File: config.mk
export PLATFORM = sky130hd
export DESIGN_NAME = window_select_ctrl
export DESIGN_NICKNAME = d
export VERILOG_FILES = /design/src/rtl/window_select_ctrl.sv
export SDC_FILE = /design/constraint.sdc
export NUM_CORES = 1
export LEC_CHECK = 0
export CAP_MARGIN = 20
export CORE_ASPECT_RATIO = 0.9
export CORE_UTILIZATION = 35
export DETAILED_ROUTE_END_ITERATION = 7
export MAX_ROUTING_LAYER = met4
export PLACE_DENSITY_LB_ADDON = 0.08
export SYNTH_ARGS = -nofsm -noshare
export SYNTH_HDL_FRONTEND = slang
export SYNTH_SLANG_ARGS = --single-unit
File: constraint.sdc
create_clock -name clock -period 2.53 [get_ports clock]
set_input_delay 0.506 -clock clock [delete_from_list [all_inputs] [get_ports clock]]
set_output_delay 0.506 -clock clock [all_outputs]
set_load 0.05 [all_outputs]
File: src/rtl/window_select_ctrl.sv
// rtl/window_select_ctrl.sv - per-scanline window sequencer: latches window config on line start,
// then streams one window select and layer mask per pixel under a valid/ready handshake.
module window_select_ctrl #(
  parameter int SCREEN_W = 240,
  parameter int XW       = 8
) (
  input  logic          clock,
  input  logic          reset_n,
  input  logic          line_start,
  input  logic [XW-1:0] vcount,
  input  logic [2:0]    win_en,
  input  logic [15:0]   win0h,
  input  logic [15:0]   win1h,
  input  logic [15:0]   win0v,
  input  logic [15:0]   win1v,
  input  logic [13:0]   winin,
  input  logic [13:0]   winout,
  input  logic          obj_valid,
  input  logic          obj_win,
  output logic          obj_ready,
  output logic          out_valid,
  input  logic          out_ready,
  output logic [XW-1:0] pix_x,
  output logic [1:0]    win_sel,
  output logic [5:0]    win_mask,
  output logic          busy,
  output logic          line_done
);

  typedef enum logic [1:0] {
    S_IDLE = 2'd0,
    S_RUN  = 2'd1,
    S_DONE = 2'd2
  } state_t;

  localparam logic [XW-1:0] X_MAX  = XW'(SCREEN_W);
  localparam logic [XW-1:0] X_LAST = XW'(SCREEN_W - 1);

  localparam logic [1:0] SEL_WIN0 = 2'd0;
  localparam logic [1:0] SEL_WIN1 = 2'd1;
  localparam logic [1:0] SEL_OBJ  = 2'd2;
  localparam logic [1:0] SEL_OUT  = 2'd3;

  state_t        state_q, state_nxt;
  logic [XW-1:0] x_q;
  logic [2:0]    en_q;
  logic [15:0]   h0_q, h1_q;
  logic          v0_q, v1_q;
  logic [5:0]    mask_w0_q, mask_w1_q, mask_obj_q, mask_out_q;
  // Horizontal+vertical+enable hit for the pixel currently presented in x_q.
  logic          hit0_q, hit1_q;

  logic          run;
  logic          handshake;
  logic          last_px;
  logic [XW-1:0] x_next;
  logic          v0_new, v1_new;

  wire unused_fields = &{1'b0, winin[7:6], winout[7:6]};

  function automatic logic in_range(input logic [XW-1:0] c,
                                    input logic [XW-1:0] e1,
                                    input logic [XW-1:0] e2);
    if (e1 < e2)
      return (c >= e1) && (c < e2);
    else if (e1 > e2)
      return (c >= e1) || (c < e2);
    else
      return 1'b0;
  endfunction

  function automatic logic [XW-1:0] clamp_x(input logic [XW-1:0] e);
    return (e > X_MAX) ? X_MAX : e;
  endfunction

  function automatic logic hit_h(input logic [XW-1:0] c, input logic [15:0] h);
    return in_range(c, clamp_x(h[15:8]), clamp_x(h[7:0]));
  endfunction

  assign run       = (state_q == S_RUN);
  assign handshake = out_valid & out_ready;
  assign last_px   = (x_q == X_LAST);
  assign x_next    = x_q + XW'(1);
  assign v0_new    = in_range(vcount, win0v[15:8], win0v[7:0]);
  assign v1_new    = in_range(vcount, win1v[15:8], win1v[7:0]);

  always_ff @(posedge clock or negedge reset_n) begin
    if (!reset_n)
      state_q <= S_IDLE;
    else
      state_q <= state_nxt;
  end

  always_comb begin
    state_nxt = state_q;
    unique case (state_q)
      S_IDLE: if (line_start) state_nxt = S_RUN;
      S_RUN: begin
        if (line_start)
          state_nxt = S_RUN;
        else if (handshake && last_px)
          state_nxt = S_DONE;
      end
      S_DONE:  state_nxt = line_start ? S_RUN : S_IDLE;
      default: state_nxt = S_IDLE;
    endcase
  end

  // Config is only sampled on line_start, so register writes mid-line are ignored.
  always_ff @(posedge clock or negedge reset_n) begin
    if (!reset_n) begin
      x_q        <= '0;
      en_q       <= '0;
      h0_q       <= '0;
      h1_q       <= '0;
      v0_q       <= 1'b0;
      v1_q       <= 1'b0;
      mask_w0_q  <= '0;
      mask_w1_q  <= '0;
      mask_obj_q <= '0;
      mask_out_q <= '0;
      hit0_q     <= 1'b0;
      hit1_q     <= 1'b0;
    end else if (line_start) begin
      x_q        <= '0;
      en_q       <= win_en;
      h0_q       <= win0h;
      h1_q       <= win1h;
      v0_q       <= v0_new;
      v1_q       <= v1_new;
      mask_w0_q  <= winin[5:0];
      mask_w1_q  <= winin[13:8];
      mask_obj_q <= winout[13:8];
      mask_out_q <= winout[5:0];
      hit0_q     <= win_en[0] & v0_new & hit_h('0, win0h);
      hit1_q     <= win_en[1] & v1_new & hit_h('0, win1h);
    end else if (run && handshake) begin
      x_q        <= last_px ? '0 : x_next;
      hit0_q     <= en_q[0] & v0_q & hit_h(x_next, h0_q);
      hit1_q     <= en_q[1] & v1_q & hit_h(x_next, h1_q);
    end
  end

  always_comb begin
    out_valid = run & (obj_valid | ~en_q[2]);
    obj_ready = out_valid & out_ready;
    busy      = run;
    line_done = (state_q == S_DONE);
    pix_x     = x_q;
    win_sel   = 2'd0;
    win_mask  = 6'd0;
    if (run) begin
      if (en_q == 3'b000) begin
        win_sel  = SEL_OUT;
        win_mask = 6'h3F;
      end else if (hit0_q) begin
        win_sel  = SEL_WIN0;
        win_mask = mask_w0_q;
      end else if (hit1_q) begin
        win_sel  = SEL_WIN1;
        win_mask = mask_w1_q;
      end else if (en_q[2] && obj_win) begin
        win_sel  = SEL_OBJ;
        win_mask = mask_obj_q;
      end else begin
        win_sel  = SEL_OUT;
        win_mask = mask_out_q;
      end
    end
  end

endmodule

## After elaboration in Yosys (flattened, before gate mapping)

Cells that the tools add are included.
Widths: inputs -> output; s select.

- Bitwise gates (word level): 12
- Equality and inequality tests: 5
- Reductions and logical operators: 19
- Order comparisons: 32
- Muxes and demuxes: 48
- $add $sub $neg: 1

Operator list:

| cell | number |
|---|---|
| $mux 8 | 11 |
| $lt 8x8->1 | 10 |
| $gt 8x8->1 const B | 8 |
| $gt 8x8->1 | 6 |
| $ge 8x8->1 | 4 |
| $mux 6 | 5 |
| $mux 1 | 24 |
| $ge 1x8->1 const A | 2 |
| $lt 1x8->1 const A | 2 |
| $mux 2 | 7 |
| $and 1x1->1 | 10 |
| $logic_and 1x1->1 | 9 |
| $add 8x1->8 const B | 1 |
| $eq 8x8->1 const B | 1 |
| $logic_or 1x1->1 | 6 |
| $pmux 2 s3 | 1 |
| $logic_not 3->1 | 1 |
| $ne 3x2->1 const B | 1 |
| $eq 2x1->1 const B | 1 |
| $eq 2x2->1 const B | 1 |
| $logic_not 2->1 | 1 |
| $ne 2x2->1 const B | 1 |
| $reduce_and 2->1 | 1 |
| $reduce_bool 2->1 | 1 |
| 2 further kinds | 2 |

- Bits of input ports: 109
- Output and inout port bits: 20
- Word-level logic and storage cells: 130
- Flip-flop bits (word level): 73

## Logic depth before layout (Yosys ltp)

- Depth in word-level cells: 11
- Mapped depth: 11
- Gate-level depth less buffers: 11

## Worst setup path after synthesis

No wires, ideal clock.

- Path type: register to register
- Start: register x_q[0] (netlist: pix_x[0])
- End: register hit0_q
- Slack: -0.415 ns
- Arrival: 2.810 ns
- Cell stages (with the launch flop): 11
- Setup time: 0.135 ns
- Cells stage by stage: dfrtp_1 > ha_1 > nand3_1 > xnor2_1 > ha_1 > a21o_1 > a2111oi_0 > o21a_1 > o21ai_0 > a22oi_1 > o211ai_1

- Longest elaborated chain between the ends: 10
- Elaborated cells on any way between the ends: 12
- Classes of those cells: add/sub (1); order compare (2); mux (6); bitwise (1); reduce/logical (2)

Ends and longest elaborated chain:

| element | RTL line | text |
|---|---|---|
| from (decl) | 45 | `logic [XW-1:0] x_q;` |
| from (signal assigned) | 138 | `x_q <= last_px ? '0 : x_next;` |
| $add 8x1->8 (*) | 83 | `assign x_next = x_q + XW'(1);` |
| $ge 8x8->1 / $lt 8x8->1 (equally long branches) | 65, 67 |  |
| $logic_or 1x1->1 | 67 | `return (c >= e1) \|\| (c < e2);` |
| $mux 1 | 66 | `else if (e1 > e2)` |
| $mux 1 (*) | 64 | `if (e1 < e2)` |
| $mux 1 (*) | 137 | `end else if (run && handshake) begin` |
| $mux 1 (*) | 124 | `end else if (line_start) begin` |
| $and 1x1->1 (*) | 139 | `hit0_q <= en_q[0] & v0_q & hit_h(x_next, h0_q);` |
| $mux 1 (*) | 137 |  |
| $mux 1 (*) | 124 |  |
| to (signal assigned) | 135 | `hit0_q <= win_en[0] & v0_new & hit_h('0, win0h);` |
| to (signal assigned) | 139 |  |
| to (decl) | 51 | `logic hit0_q, hit1_q;` |

Mark *: on every way between the ends. The rest lies on a longest branch, timed or not. The select of a mux whose other input is x is not followed.
A chain may end at the register's enable or synchronous reset.

## Final worst setup path

- Start: input port win1v[6]
- End: register hit1_q

- Longest elaborated chain between the ends: 7
- Elaborated cells on any way between the ends: 10
- Classes of those cells: order compare (3); mux (3); bitwise (2); reduce/logical (2)

Ends and longest elaborated chain:

| element | RTL line | text |
|---|---|---|
| from (decl) | 15 | `input logic [15:0] win1v,` |
| $lt 8x8->1 | 65, 67 |  |
| $logic_or 1x1->1 | 67 |  |
| $mux 1 | 66 |  |
| $mux 1 (*) | 64 |  |
| $and 1x1->1 (*) (2 in series) | 136 | `hit1_q <= win_en[1] & v1_new & hit_h('0, win1h);` |
| $mux 1 (*) | 124 |  |
| to (signal assigned) | 136 |  |
| to (signal assigned) | 140 | `hit1_q <= en_q[1] & v1_q & hit_h(x_next, h1_q);` |
| to (decl) | 51 |  |

Mark *: on every way between the ends. The rest lies on a longest branch, timed or not.

==> metrics.cfg <==
[synth]
yosysUniqueCellTypes=49
syn_inst=652
synth_edf_count=0
avgSynthCellArea_sq_um=9.28
ys_ff_latch=73
ys_seq_area_share_pct=30.2
yosys_warnings=0
netlist_area_sq_um=6050
syn_nets=870
synthTopCellsByArea=dfrtp_1, ha_1, mux2_2, inv_1, nand2_1
synth_top_area_share_pct=30.2
synth_flop_cell=dfrtp_1
synth.most_common_cell=ha_1
synth_top_area_cell=dfrtp_1
yosys-top-cells-count=ha_1, dfrtp_1, inv_1, nand2_1, mux2_2
synthArstFlopShare_pct=100

[placement]
hpwl_mm=13.4
port-buffer-count=124
routabilityCongestion=0.825

[clocking]
htree_levels=3
cts_hold_buf=0
cts.sinks=73
cts_made_buffers=9
clk_pin_slew_ns=0.06
clk_path_buf_depth=2
cts_tree=done
clk_latency_ns=0.34
clock_tree.root_cell=clkbuf_16

[critical_path]
crit_top_cell=a21o_1
crit_arrival_ns=2.70
crit_fanout=2
critPathMaxStageDelay_ns=0.49
cp_data_required_time_ns=2.78
startpoint_type=input pin
cp_cell_sequence=clkdlybuf4s50_1 -> inv_1 -> ha_1 -> a21o_1 -> a21o_1 -> a21oi_1 -> a221oi_1 -> or3b_1 -> o211ai_1
end_kind=flop
worstSetupPathType=in2reg
slowest_stage=clkdlybuf4s50_1
worst_r2r_path_depth=10

[timing]
hold_ws_ns=0.171
setup_viol=0
slew_violations=0
hold_violations=0
final.period_utilization_pct=96.8
rsz0062_at_grt=yes
fmax_mhz=408
worst_pin_slew_ns=0.622
fin_crit_ns=2.45
relSlewSlack_pct=58.4
fin_worst_skew_ns=0.00485

[final_layout]
n_fill_cell=1579
layout.nets=1049
drive_above_1_share_pct=20.5
area_delta_synth_final_pct=40.9
n_antenna_cell=0

[pwr]
irDropWorstVdd_mv=0.361
power_frac_comb_pct=35.6
swShare_pct=32.0
p_switching_mw=1.30
p_int_mw=2.76
p_leak_nw=4.12
pwr-share-seq_pct=33.5
power_density_nw_per_um2=477
p_clk_share_pct=30.9
p_total_mw=4.06

[routing]
drc=0
drt_iter0_drc=137
viasPerCell=5.03
wl_mm=16.3
ant_nets=0
vias=5258
first_pass_iters=4
wl_per_cell_um=15.6

[global_routing]
grt_max_degree=73
grtUsageTotal_pct=19.8
grt_pass1_vias=5525
antenna_found_initial=0
overflow=0
grt_pass1_wl_mm=27.0

[status]
outcome=completed

[die]
rows=45
dieArea_sq_um=17800
die_w_um=141
start_util_pct=35.8
design.core.area_sq_um=16900
io_pins=129
fp.dieH_um=127

[min_path]
hold_class=in2async

[flow_run]
maxCapViolations=0

-- critical path: cells and delay by family --
| family | cells | cell delay [ns] |
|---|---|---|
| simple gates | 1 | 0.49 |
| compound gates | 5 | 0.84 |
| fa+ha+maj | 1 | 0.29 |
| buf+inv | 2 | 0.57 |
-- path summary, 6_finish.rpt --
check | start | end | slack, ns
min | reset_n | h0_q[13]$_DFFE_PN0P_ | 0.17
min reg2reg | mask_out_q[4]$_DFFE_PN0P_ | mask_out_q[4]$_DFFE_PN0P_ | 0.50
min in group clock | mask_out_q[4]$_DFFE_PN0P_ | mask_out_q[4]$_DFFE_PN0P_ | 0.50
max in group asynchronous | reset_n | h1_q[8]$_DFFE_PN0P_ | 1.71
max reg2reg | pix_x[1]$_DFFE_PN0P_ | hit0_q$_DFFE_PN0P_ | 0.09
max | win1v[6] | hit1_q$_DFFE_PN0P_ | 0.08
-- cell type report --
type / count / area, sq um / area share [%]
clock buffer: 9 / 225 / 2.64
multi-input combinational: 478 / 3970 / 46.6
tap: 211 / 264 / 3.10
timing repair buffer: 198 / 1910 / 22.4
clock inverter: 6 / 60.1 / 0.705
sequential: 73 / 1830 / 21.5
inverter: 71 / 267 / 3.13
-- cells in the final DEF, fill, tap and decap left out, types with 18 or more instances in the layout --
cell	Yosys	layout
ha_1	109	108
nand4_1	20	20
inv_1	71	71
buf_4	0	73
clkdlybuf4s50_1	0	111
nand2_1	57	56
o21ai_0	35	32
dfrtp_1	73	70
a21o_1	18	18
a21oi_1	38	32
mux2_2	42	41
-- power groups by stage --
| stage | logic (mW) | clock network, mW | registers (mW) |
|---|---|---|---|
| 2_1_floorplan | 0.761 | 0 | 1.36 |
| 3_3_place_gp | 1.39 | 0 | 1.38 |
| 3_5_place_dp | 1.42 | 0 | 1.38 |
| 4_1_cts | 1.45 | 1.28 | 1.36 |
| 5_1_grt | 1.59 | 1.34 | 1.38 |
| 6_report | 1.44 | 1.26 | 1.36 |
-- state kept, by name (all words and copies together), names as in the netlist --
| name | cells |
|---|---|
| hit0_q | 1 |
| en_q | 3 |
| v1_q | 1 |
| h1_q | 16 |
| mask_w1_q | 6 |
| mask_w0_q | 6 |
| pix_x | 8 |
| v0_q | 1 |
| h0_q | 16 |
| mask_obj_q | 6 |
| mask_out_q | 6 |
| state_q | 2 |
| hit1_q | 1 |
-- cell families (layout without fill, tap and decap cells) --
logic type,after synthesis,after routing,share of synthesized area [%]
xor+xnor,8,8,1.16
buf+inv,101,284,6.27
fa+ha+maj,109,109,22.5
simple gates,162,162,14.2
mux,56,56,10.1
compound gates,143,143,15.5
flops,73,73,30.2
-- through the flow --
stage | cell area (sq um) | instances | setup WS, ns | utilization [%] | TNS, ns
after CTS | 8430 | 1043 | -0.0283 | 49.9 | -0.0283
after global placement | 8110 | 1028 | -0.327 | 48.0 | -1.09
after floorplan | 6080 | 652 | -0.102 | - | -0.102
final | 8520 | 1046 | 0.0801 | 50.5 | 0
after global routing | 8520 | 1046 | -0.0589 | 50.5 | -0.0589
after detailed placement | 8110 | 1028 | -0.432 | 48.0 | -1.42
-- repair_timing --
action / CTS / global route
setup endpoints to repair: 7 / 9
resized for setup: 11 / 16
pin swaps: 2 / 11
setup buffers: 0 / 3
-- metal layers --
layer	GRT usage [%]	vias up	part of all wire, %
li1	-	2706	-
met1	26.3	2434	50
met2	30.8	110	44
met3	4.57	8	5.0
met4	3.84	0	0.66
met5	-	-	0
Note: power is estimated with default switching activity, not from simulation.
